### src/rtl/tt_lut_filt.sv
// tt_lut_filt: runtime-loadable N-input truth-table gate with a persistence-filtered registered output.
// Optional build macro TT_LUT_GLITCH_CNT_EN adds a saturating count of aborted output transitions.
module tt_lut_filt #(
   parameter int N_IN  = 3,
   parameter int TT_W  = 2**N_IN,
   parameter int DELAY = 4,
   parameter int CNT_W = 8
) (
   input  logic            clk,
   input  logic            rst,
   input  logic            cfg_valid,
   input  logic [TT_W-1:0] cfg_tt,
   output logic            cfg_ready,
   input  logic [N_IN-1:0] in,
   output logic            out,
   output logic            out_valid,
   output logic            cfg_loaded
`ifdef TT_LUT_GLITCH_CNT_EN
   ,
   output logic [15:0]     glitch_cnt
`endif
);
   typedef enum logic [1:0] {UNCFG, LOAD, RUN} state_t;
   localparam logic [CNT_W-1:0] DLY = CNT_W'(DELAY);
   state_t          state;
   logic [TT_W-1:0] tt;
   logic [CNT_W-1:0] cnt;
   logic [N_IN-1:0] idx;
   logic            f;
   logic            hs;
   // table MSB holds pattern 0, so the bit index is the bitwise complement of the pattern
   assign idx       = ~in;
   assign f         = tt[idx];
   assign cfg_ready = state != LOAD;
   assign hs        = cfg_valid & cfg_ready;
   assign out_valid = (state == RUN) & (f == out) & (cnt == '0);
   // configuration FSM and persistence filter; a load always costs one LOAD cycle
   always_ff @(posedge clk or posedge rst) begin
      if (rst) begin
         state      <= UNCFG;
         tt         <= '0;
         out        <= 1'b0;
         cnt        <= '0;
         cfg_loaded <= 1'b0;
      end else begin
         case (state)
            UNCFG: if (hs) begin
               tt         <= cfg_tt;
               cfg_loaded <= 1'b1;
               state      <= LOAD;
            end
            LOAD: begin
               cnt   <= '0;
               state <= RUN;
            end
            RUN: if (hs) begin
               tt         <= cfg_tt;
               cfg_loaded <= 1'b1;
               cnt        <= '0;
               state      <= LOAD;
            end else if (f == out) begin
               cnt <= '0;
            end else if (cnt == DLY) begin
               out <= f;
               cnt <= '0;
            end else begin
               cnt <= cnt + CNT_W'(1);
            end
            default: state <= UNCFG;
         endcase
      end
   end
`ifdef TT_LUT_GLITCH_CNT_EN
   // counts transitions abandoned because f fell back to out before the flip edge
   always_ff @(posedge clk or posedge rst) begin
      if (rst)
         glitch_cnt <= '0;
      else if (hs)
         glitch_cnt <= '0;
      else if (state == RUN && f == out && cnt != '0 && glitch_cnt != 16'hFFFF)
         glitch_cnt <= glitch_cnt + 16'd1;
   end
`endif
endmodule

### config.mk
export PLATFORM = sky130hd
export DESIGN_NAME = tt_lut_filt
export DESIGN_NICKNAME = d
export VERILOG_FILES = /design/src/rtl/tt_lut_filt.sv
export SDC_FILE = /design/constraint.sdc
export NUM_CORES = 1
export LEC_CHECK = 0
export ABC_AREA = 1
export ABC_CLOCK_PERIOD_IN_PS = 2200
export BUFFER_PORTS_ARGS = -buffer_cell sky130_fd_sc_hd__buf_2
export CELL_PAD_IN_SITES_DETAIL_PLACEMENT = 1
export CELL_PAD_IN_SITES_GLOBAL_PLACEMENT = 1
export CORE_MARGIN = 8
export CORE_UTILIZATION = 25
export DETAILED_ROUTE_END_ITERATION = 12
export PLACE_DENSITY_LB_ADDON = 0.08
export REMOVE_ABC_BUFFERS = 1
export SLEW_MARGIN = 20
export SYNTH_ARGS = -nofsm -noshare
export SYNTH_HDL_FRONTEND = slang
export SYNTH_SLANG_ARGS = --single-unit
### constraint.sdc
create_clock -name clk -period 2.2 [get_ports clk]
set_input_delay 0.11 -clock clk [delete_from_list [all_inputs] [get_ports clk]]
set_output_delay 0.11 -clock clk [all_outputs]
set_load 0.01 [all_outputs]
# Word-level counts from Yosys, hierarchy flattened
# Cells that the tools add are included.
[totals] ram_bits=0 mem_count=0 rom_bits=0 out_inout_bits=4 latchBits=0 reg_bits=20 wordCells=33
[classes] n_mux=8 n_div=0 n_lt_le_gt_ge=1 multipliers=0 n_addsub=1 bitwise_logic=6 shifts=0 n_reduce_logical=6 eq_ne=6
[ops] op="$mux 8" count=3
[ops] op="$pmux 8 s2" count=1
[ops] op="$add 8x1->8 const B" count=1
[ops] op="$eq 8x3->1 const B" count=1
[ops] op="$logic_not 8->1" count=1
[ops] op="$lt 3x4->1 const B" count=1
[ops] op="$ne 2x1->1 const B" count=2
[ops] op="$pmux 2 s2" count=1
[ops] op="$reduce_and 4->1" count=1
[ops] op="$and 1x1->1" count=3
[ops] op="$bmux 1 s3" count=1
[ops] op="$not 3->3" count=1
[ops] op="$eq 2x1->1 const B" count=1
[ops] op="$eq 2x2->1 const B" count=1
[ops] op="$logic_not 2->1" count=1
[ops] op="$mux 2" count=1
[ops] op="$not 1->1" count=2
[ops] op="$reduce_and 2->1" count=1
[ops] op="$reduce_bool 2->1" count=1
[ops] op="$reduce_or 2->1" count=1
[ops] op="$eq 1x1->1" count=1
[ops] op="$mux 1" count=1

# Longest topological paths before layout
# Gate-level depths: netlist (run 1).
[depth] ltp_word=7 depth_mapped=9

# Worst setup path after synthesis (run 1)
# OpenSTA, ideal clock, no wires.
[synth_timing] path_type="register -> register" from="reg state[1]" to="reg tt[0]" path_buffers=1 setup_time_ns=0.077 path_stages_with_launch=9 required_ns=2.123 synth_period_minus_slack_ns=1.349 t_arrival_ns=1.272 slack_ns=0.851 cell_sequence="dfrtp_1 -> inv_1 -> ha_1 -> inv_1 -> nand2_2 -> inv_2 -> nand2_4 -> buf_6 -> a21oi_1"
[synth_between] elab_chain_cells=3 elab_cells_between_ends=6
[synth_lines] element="start, declared" line_no="25" rtl="state_t state;"
[synth_lines] element="start signal, assigned" line_no="40" rtl="state <= UNCFG;"
[synth_lines] element="start signal, assigned" line_no="50" rtl="state <= LOAD;"
[synth_lines] element="start signal, assigned" line_no="54" rtl="state <= RUN;"
[synth_lines] element="$ne 2x1->1" line_no="34" rtl="assign cfg_ready = state != LOAD;"
[synth_lines] element="named net cfg_ready" line_no="13" rtl="output logic cfg_ready,"
[synth_lines] element="$and 1x1->1" line_no="35" rtl="assign hs = cfg_valid & cfg_ready;"
[synth_lines] element="$reduce_and 2->1 (no line)"
[synth_lines] element="end signal, assigned" line_no="48" rtl="tt <= cfg_tt;"
[synth_lines] element="end signal, assigned" line_no="57" rtl="tt <= cfg_tt;"
[synth_lines] element="end, declared" line_no="26" rtl="logic [TT_W-1:0] tt;"
# The timed path passes the listed nets, and every way through them passes these cells.
# A chain may end at the register's enable or synchronous reset.

# Worst setup path after layout (run 1)
[layout_timing] from="reg state[0]" to="out out_valid"
[layout_between] elab_chain_cells=3
[layout_lines] element="$eq 2x2->1" line_no="36" rtl="assign out_valid = (state == RUN) & (f == out) & (cnt == '0);"
[layout_lines] element="$and 1x1->1 (2 in a row)" line_no="36"
[layout_lines] element="end, declared" line_no="16" rtl="output logic out_valid,"
# Every way passes these cells.

==> flow_summary.yaml, run 1 <==
synth:
  syn_inst: 166
  synth_ff_type: "dfrtp_1"
  seq_area_frac_synth_pct: 40.4
  ys_warn_count: 0
  syn_area_sq_mm: 0.00124
  synth_common_cells: "nand2_1, inv_1, nor2_1"
  synth_top_area_share_pct: 40.4
  yosysUniqueCellTypes: 21
  synth.most_common_cell: "nand2_1"
  ys_ff_latch: 20
  async_flop_share_pct: 100
  syn_avg_cell_area_sq_um: 7.45
  ys_top_cells_by_area: "dfrtp_1, nand2_1, inv_1, nand3_1, nor2_1"
  yosys.area.top_type: "dfrtp_1"
  synth_edf_count: 0
sta:
  setup_tns_ns: 0
  tightestPinTransition_ns: 0.797
  fin_ws_ns: 0.527
  min_period_ns: 1.67
  post-route-period-util_pct: 76.0
  skew_ns: 0.00523
  grt_setup_unrepaired: "no"
  max-slew-margin-rel_pct: 46.8
  final-max-slew-violation-count: 0
  timing.fmax_mhz: 598
  setup_viol: 0
  timing.hold.ws_ns: -0.0171
  hold_viol: 20
clocking:
  post_cts_buffers: 0
  clk_latency_ns: 0.26
  cts_inserted_buffers: 3
  clk_pin_slew_ns: 0.08
  cts_tree: "done"
  cts.sinks: 20
  post_cts_resized: 0
  cts_root_buf: "clkbuf_8"
  cts_hold_buf: 0
  cts_max_level: 1
  clk_path_buf_depth: 2
power:
  combinationalPowerShare_pct: 35.0
  p_sw_share_pct: 36.8
  p_leak_nw: 0.751
  clock_power_share_pct: 27.9
  design_power_total_mw: 1.34
  max-vdd-ir-drop_uv: 316
  power.switching_uw: 492
  seqPwrFrac_pct: 37.1
  powerDensity_mw_per_mm2: 915
  p_int_uw: 843
place:
  io_buffers: 17
  hpwl_microns: 2240
  dp.cells: 248
  place_ws_ns: 0.735
  place.gp.congestion: 0.763
layout:
  drive_gt1_share_pct: 19.5
  antenna_cells: 0
  fill_cells: 599
  syn_to_final_growth_pct: 17.9
  stdcell_count: 252
  nNetsFinal: 206
hold_path:
  hp-class: "input pin to asynchronous set/reset pin"
worst_setup_path:
  rrSetupSlack_ns: 0.75
  cp.required_ns: 2.09
  cp-start-kind: "register"
  worst-path-max-fanout: 4
  ff2ff_path_depth: 8
  crit_arrival_ns: 1.56
  crit-reg2reg-launch: "state[1]"
  worstReg2RegEnd: "tt[5]"
  critPathKind: "register to primary output"
  endpoint_kind: "primary output"
grt:
  grt_start_max_net_pins: 21
  grt_pass1_vias: 1120
  grt_pass1_wl_microns: 5260
  grtUsageTotal_pct: 8.85
  antenna_found_initial: 0
  overflow: 0
drt:
  drc_errors: 0
  viasPerCell: 4.21
  firstDrtPassIters: 3
  finalWirelength_microns: 2870
  vias: 1061
  drt_iter0_markers: 30
  drtAntennaViolNets: 0
  avgRoutedWirePerCell_microns: 11.4
die:
  fp.dieW_microns: 86.4
  die_h_microns: 86.4
  initial_core_util_pct: 26.0
  dieArea_sq_mm: 0.00746
  ios: 18
  fp-row-count: 25
  core_sq_mm: 0.00475
run:
  drv_cap: 0
outcome:
  violations: "negative hold slack"
  status: "finished with violations"
==> sequential cells by signal (all words and copies together), names as in the netlist <==
register	count
cfg_loaded	1
cnt	8
out	1
tt	8
state	2
==> cells in the final DEF (no fill, tap or decap) <==
| master | synthesis | final |
|---|---|---|
| o21ai_0 | 2 | 2 |
| o21ai_1 | 1 | 1 |
| nor3_2 | 2 | 2 |
| buf_2 | 0 | 17 |
| dfrtp_1 | 20 | 20 |
| nor2_1 | 22 | 22 |
| nand2_2 | 4 | 4 |
| nand2_4 | 2 | 2 |
| nand3_1 | 17 | 17 |
| xnor2_1 | 1 | 1 |
| a211oi_1 | 1 | 1 |
| nor3_1 | 1 | 1 |
| clkbuf_8 | 0 | 3 |
| inv_1 | 29 | 29 |
| nand3_2 | 5 | 5 |
| ha_1 | 6 | 6 |
| a21oi_1 | 9 | 9 |
| nand2_1 | 37 | 37 |
| bufinv_16 | 0 | 1 |
| nand4_1 | 2 | 2 |
| xor2_1 | 1 | 1 |
| inv_2 | 2 | 2 |
==> power by group through the flow <==
stage          clock network (mW)  registers (mW)  logic (mW)
2_1_floorplan                   0           0.495       0.347
5_1_grt                     0.399           0.511       0.549
4_1_cts                     0.388           0.497       0.478
3_3_place_gp                    0           0.502       0.468
6_report                    0.372           0.496       0.467
3_5_place_dp                    0           0.505       0.476
==> area by class of cell <==
class | count | area, sq um | area share, %
tap | 67 | 83.8 | 5.75
sequential | 20 | 500 | 34.3
multi-input combinational | 113 | 602 | 41.3
timing repair buffer | 17 | 85.1 | 5.83
clock inverter | 1 | 30.0 | 2.06
clock buffer | 3 | 41.3 | 2.83
inverter | 31 | 116 | 7.98
==> metal layers <==
layer	part of all wire (%)	vias up	track usage [%]
met5	0	-	0
met1	52	493	11.4
met4	1.9	0	4.23
met2	43	12	13.5
li1	-	551	-
met3	3.1	5	2.08
==> cell families (layout without fill, tap and decap cells) <==
family / Yosys count / in the layout / share of synthesized area, %
buffers and inverters: 33 / 52 / 10.9
AO/OA/AOI/OAI: 13 / 13 / 5.46
adder cells (fa/ha/maj): 6 / 6 / 6.07
XOR/XNOR: 2 / 2 / 1.42
AND/OR/NAND/NOR: 92 / 92 / 35.7
flip-flops: 20 / 20 / 40.4
==> worst max-delay path by stage <==
stage                  start        end  slack, ns  cells past startpoint
finish              state[0]  out_valid       0.53                      7
global route        state[0]  out_valid       0.36                      7
CTS                 state[0]  out_valid       0.50                      7
detailed placement  state[1]      tt[5]       0.73                      8
global placement      cnt[0]     cnt[6]       0.77                      8
floorplan           state[1]      tt[0]       0.89                      8
==> stage by stage <==
step / utilization [%] / area (sq um)
floorplan: - / 1220
CTS: 30.7 / 1460
detailed placement: 29.2 / 1390
finish: 30.7 / 1460
global route: 30.7 / 1460
global placement: 29.2 / 1390
==> worst max-delay path: stages (launching register included) <==
cell and delay (ns):
dfrtp_1 0.41, inv_1 0.09, ha_1 0.22, inv_1 0.08
nor3_1 0.17, nand2_1 0.07, nor2_1 0.11, buf_2 0.15
Note: power is estimated with default switching activity, not from simulation.
==> inputs of run 2 (changes only) <==
Settings changed: ABC_AREA 1 to 0, ABC_CLOCK_PERIOD_IN_PS 2200 to 1440.
Clock period 2.2 ns to 1.44 ns, I/O delays scaled along.
==> run 2 against run 1 <==
The run ends with negative setup slack left. Global-route usage increased by 1.5 points. Final cell count shrank 19%. Synthesized cell count decreased by 45%. First-iteration DRC count fell by 37%. Area after synthesis down 12%. Count of clock-buffer cells in the layout unchanged. Final area up 18%. Utilization rose by 9.6 points.
==> flow_summary.yaml, run 2 <==
outcome:
  status: "finished with violations"
  violations: "negative setup slack"
power:
  combinationalPowerShare_pct: 52.4
  max-vdd-ir-drop_uv: 744
  p_leak_nw: 0.811
  p_int_mw: 1.95
  seqPwrFrac_pct: 27.7
  power.switching_uw: 957
  powerDensity_mw_per_mm2: 1690
  p_sw_share_pct: 32.9
  clock_power_share_pct: 19.8
drt:
  drt_iter0_markers: 19
  vias: 957
  avgRoutedWirePerCell_microns: 15.5
  viasPerCell: 4.71
  firstDrtPassIters: 4
  drtAntennaViolNets: 0
  finalWirelength_microns: 3140
  drc_errors: 0
grt:
  grt_start_max_net_pins: 21
  grt_pass1_wl_microns: 5350
  antenna_found_initial: 0
  grtUsageTotal_pct: 10.4
  grt_pass1_vias: 1123
  overflow: 0
synth:
  yosys.area.top_type: "dfrtp_1"
  seq_area_frac_synth_pct: 46.0
  ys_top_cells_by_area: "dfrtp_1, mux2_2, ha_1, mux4_1, xor2_4"
  syn_area_sq_mm: 0.00109
  syn_inst: 92
  ys_warn_count: 0
  ys_ff_latch: 20
  async_flop_share_pct: 100
  synth.most_common_cell: "dfrtp_1"
  synth_common_cells: "dfrtp_1, mux2_2, inv_1"
  yosysUniqueCellTypes: 31
  syn_avg_cell_area_sq_um: 11.8
  synth_ff_type: "dfrtp_1"
  synth_top_area_share_pct: 46.0
  synth_edf_count: 0
die:
  initial_core_util_pct: 25.5
  die_h_microns: 82.0
  dieArea_sq_mm: 0.00672
  fp-row-count: 24
  core_sq_mm: 0.00426
  ios: 18
  fp.dieW_microns: 82.0
layout:
  stdcell_count: 203
  final_common_cell: "buf_4"
  nNetsFinal: 172
  final_cell_mix: "buf_4, dfrtp_1, buf_2"
  drive_gt1_share_pct: 58.9
  antenna_cells: 0
  syn_to_final_growth_pct: 58.0
  reg_top3: "cnt x8, tt x8, state x2"
clocking:
  cts_inserted_buffers: 3
  cts.sinks: 20
  clk_path_buf_depth: 2
  clk_pin_slew_ns: 0.08
  cts_max_level: 1
  clk_latency_ns: 0.26
  cts_tree: "done"
  cts_root_buf: "clkbuf_8"
place:
  place.gp.congestion: 0.819
  io_buffers: 17
  hpwl_microns: 2310
  dp.cells: 188
  place_ws_ns: -0.619
sta:
  fin_ws_ns: -0.577
  grt_setup_unrepaired: "yes"
  skew_ns: 0.000955
  tightestPinTransition_ns: 0.272
  setup_viol: 18
  final-max-slew-violation-count: 0
  timing.fmax_mhz: 496
  setup_tns_ns: -4.97
  min_period_ns: 2.02
  timing.hold.ws_ns: 0.0341
  post-route-period-util_pct: 140
  hold_viol: 0
  max-slew-margin-rel_pct: 81.7
hold_path:
  hp-class: "input pin to register"
worst_setup_path:
  cp-start-kind: "register"
  worst-path-max-fanout: 2
  crit_arrival_ns: 1.94
  cp.required_ns: 1.37
  critPathKind: "register to primary output"
  endpoint_kind: "primary output"
run:
  drv_cap: 0
==> run 2: path summary, 6_finish.rpt <==
check	startpoint	endpoint	slack, ns	depth (start not counted)
worst max-delay path	tt[0]	out_valid	-0.58	5
worst min-delay path	cfg_tt[3]	tt[3]	0.03	2
worst max register to register	tt[0]	cnt[2]	-0.52	7
worst min register to register	cfg_loaded	cfg_loaded	0.49	1
max in group asynchronous	rst	state[0]	0.84	4
min in group asynchronous	rst	cfg_loaded	0.38	4
==> run 2: cells by family (layout without fill, tap and decap cells) <==
group / Yosys count / count (layout) / synth area share (%)
AND/OR/NAND/NOR: 31 / 31 / 15.2
XOR/XNOR: 2 / 2 / 3.34
flip-flops: 20 / 20 / 46.0
AO/OA/AOI/OAI: 14 / 14 / 10.0
adder cells (fa/ha/maj): 6 / 6 / 6.90
buffers and inverters: 7 / 66 / 2.42
multiplexers: 12 / 12 / 16.1
==> run 2: through the flow <==
step,total power [mW],util (%),area (sq um)
global placement,1.85,33.8,1440
floorplan,1.42,-,1090
finish,2.91,40.3,1720
CTS,2.85,39.2,1670
detailed placement,1.88,33.8,1440
global route,3.10,40.3,1720
==> run 2: timing repair <==
item / 4_1_cts / 5_1_grt
endpoints found under the hold margin: 20 / 0
resized for setup: 31 / 6
setup endpoints to repair: 20 / 19
hold buffers: 1 / 0
cloned: 1 / 0
pin swaps: 6 / 2
setup buffers: 7 / 2
==> run 2: final cells by class <==
cell class / instances / area (sq um)
flip-flops and latches: 20 / 500
multi-input cells: 65 / 659
repair buffers: 55 / 395
inverters: 7 / 26.3
well taps: 52 / 65.1
clock buffers: 3 / 41.3
fillers: 492 / 2550
clock inverters: 1 / 30.0
==> run 2: per-layer routing <==
layer / vias to the layer above / part of all wire (%) / global-route usage [%]
li1: 450 / - / -
met3: 4 / 4.0 / 2.95
met2: 15 / 54 / 18.9
met4: 0 / 1.4 / 3.68
met1: 488 / 41 / 11.1
met5: - / 0 / 0
==> run 2: power groups by stage <==
stage                     clock network (mW)  registers, mW  logic, mW
after floorplan                            0          0.783      0.634
after global placement                     0          0.798       1.06
after detailed placement                   0          0.806       1.08
after CTS                              0.594          0.808       1.45
after global routing                   0.618          0.822       1.66
final                                  0.577          0.807       1.53
==> run 2: worst max-delay path, stage by stage, from the launching register on <==
cell and delay (ns):
dfrtp_1 0.39, mux4_2 0.50, mux2i_4 0.23, xor2_4 0.17, nor4bb_2 0.22, buf_2 0.18
==> inputs of run 3 (changes only) <==
Settings changed: BUFFER_PORTS_ARGS -buffer_cell sky130_fd_sc_hd__buf_2 to -buffer_cell sky130_fd_sc_hd__buf_4, HOLD_SLACK_MARGIN set to 0.02.
==> run 3 against run 2 <==
Largest power group unchanged. Worst setup slack about the same. Clock power increased by 0.9%. The flow still finishes with violations (negative setup slack). Final cell count increased by 0.49%. Highest routed layer unchanged. Sequential cell count unchanged. Die area unchanged. Maximum frequency about the same. Largest cell class unchanged. Total power increased by 3.8%. Critical path depth unchanged.
==> flow_summary.yaml, run 3 (synthesis gave the netlist of run 2 again) <==
outcome:
  status: "finished with violations"
  violations: "negative setup slack"
sta:
  hold_viol: 0
  timing.hold.ws_ns: 0.0349
  timing.fmax_mhz: 496
  min_period_ns: 2.02
  final-max-slew-violation-count: 0
  setup_tns_ns: -5.50
  fin_ws_ns: -0.577
  post-route-period-util_pct: 140
  tightestPinTransition_ns: 0.286
  skew_ns: 0.00378
  setup_viol: 19
  max-slew-margin-rel_pct: 80.8
  grt_setup_unrepaired: "yes"
clocking:
  cts_inserted_buffers: 3
  cts_max_level: 1
  cts_tree: "done"
  cts_root_buf: "clkbuf_8"
  clk_path_buf_depth: 2
  clk_pin_slew_ns: 0.08
  cts.sinks: 20
  clk_latency_ns: 0.26
power:
  combinationalPowerShare_pct: 53.7
  p_int_mw: 2.03
  powerDensity_mw_per_mm2: 1670
  max-vdd-ir-drop_uv: 707
  seqPwrFrac_pct: 27.1
  clock_power_share_pct: 19.3
  p_sw_share_pct: 32.8
  power.switching_uw: 989
  p_leak_nw: 0.853
die:
  initial_core_util_pct: 25.5
  core_sq_mm: 0.00426
  die_h_microns: 82.0
  fp.dieW_microns: 82.0
  dieArea_sq_mm: 0.00672
  ios: 18
  fp-row-count: 24
place:
  place_ws_ns: -0.561
  io_buffers: 17
  placedInstanceArea_sq_mm: 0.00149
  hpwl_microns: 2200
  place.gp.congestion: 0.830
  dp.cells: 189
grt:
  grt_start_max_net_pins: 21
  overflow: 0
  antenna_found_initial: 0
  grtUsageTotal_pct: 9.79
  grt_pass1_wl_microns: 5010
  grt_pass1_vias: 1090
hold_path:
  holdPathStages: 2
  hp-class: "input pin to register"
  hp-start: "cfg_tt[2]"
  hold_end: "tt[2]"
worst_setup_path:
  ff2ff_path_depth: 7
  worstReg2RegEnd: "cnt[0]"
  critPathKind: "register to primary output"
  worst-path-max-fanout: 2
  slowest_stage: "mux4_2"
  crit_arrival_ns: 1.94
  slowest_delay_ns: 0.50
  critPathTopFamily: "multiplexers"
  cp.depth: 5
  cp-start-kind: "register"
  crit_chain: "mux4_2, mux2i_4, xor2_4, nor4bb_4, buf_4"
  rrSetupSlack_ns: -0.56
  endpoint_kind: "primary output"
  crit-reg2reg-launch: "tt[2]"
  cp.required_ns: 1.37
  crit_buf_inv: 1
layout:
  nNetsFinal: 173
  antenna_cells: 0
  stdcell_count: 204
  reg_top3: "cnt x8, tt x8, state x2"
  syn_to_final_growth_pct: 65.9
  final_common_cell: "buf_4"
  drive_gt1_share_pct: 61.2
  postLayoutCellArea_sq_mm: 0.00180
  fill_cells: 475
  final_cell_mix: "buf_4, dfrtp_1, mux2_4"
drt:
  vias: 923
  drt_iter0_markers: 30
  viasPerCell: 4.52
  firstDrtPassIters: 2
  drtAntennaViolNets: 0
  drc_errors: 0
  finalWirelength_microns: 3010
  avgRoutedWirePerCell_microns: 14.8
run:
  drv_cap: 0
[run 3: cell count changes in the layout (fill, tap and decap cells not counted), moves of 2 or more]
cell and change:
buf_4 +18, mux2_4 +2, mux2_2 -2, buf_2 -17, o21ai_2 +2, o21ai_0 -2
[run 3: worst max-delay path by stage]
| stage | start | to | slack [ns] |
|---|---|---|---|
| after global placement | cnt[0] | cnt[2] | -0.64 |
| after detailed placement | cnt[0] | cnt[0] | -0.56 |
| after CTS | tt[2] | out_valid | -0.61 |
| after floorplan | tt[6] | cnt[5] | -0.42 |
| after global routing | tt[2] | cnt[0] | -0.68 |
| final | tt[2] | out_valid | -0.58 |
[run 3: area by class of cell]
class / instances / area [sq um] / share of cell area, %
Clock buffer: 3 / 41.3 / 2.29
Clock inverter: 1 / 30.0 / 1.66
Inverter: 7 / 26.3 / 1.46
Multi-Input combinational cell: 65 / 694 / 38.5
Sequential cell: 20 / 502 / 27.8
Tap cell: 52 / 65.1 / 3.61
Timing Repair Buffer: 56 / 445 / 24.7
[run 3: layer usage]
layer / GRT usage [%] / routed length [microns] / vias up
li1: - / - / 451
met5: 0 / 0 / -
met3: 2.74 / 103 / 5
met1: 10.8 / 1300 / 453
met4: 3.68 / 38 / 0
met2: 17.4 / 1570 / 14
[run 3: repair_timing]
item	CTS	global route
endpoints found under the hold margin	20	0
resized for setup	31	18
setup buffers	9	4
pin swaps	5	5
setup endpoints to repair	19	20
hold buffers	1	0
cloned	1	0
[run 3: worst reg2reg max path, stage by stage (launching register included)]
cell and delay (ns):
dfrtp_1 0.39, mux4_2 0.50, mux2i_4 0.23, xor2_4 0.11
buf_4 0.17, buf_4 0.15, or2_4 0.23, mux2i_1 0.14
[run 3: metrics by stage]
step,power [mW],utilization (%)
after global routing,3.20,42.3
after floorplan,1.42,-
after detailed placement,1.91,34.9
final,3.02,42.3
after CTS,2.96,41.0
after global placement,1.89,34.9
[run 3: power groups by stage]
stage	clock network (mW)	registers (mW)	logic, mW
floorplan	0	0.783	0.634
global placement	0	0.801	1.09
detailed placement	0	0.809	1.10
CTS	0.597	0.805	1.56
global route	0.612	0.835	1.75
finish	0.582	0.818	1.62
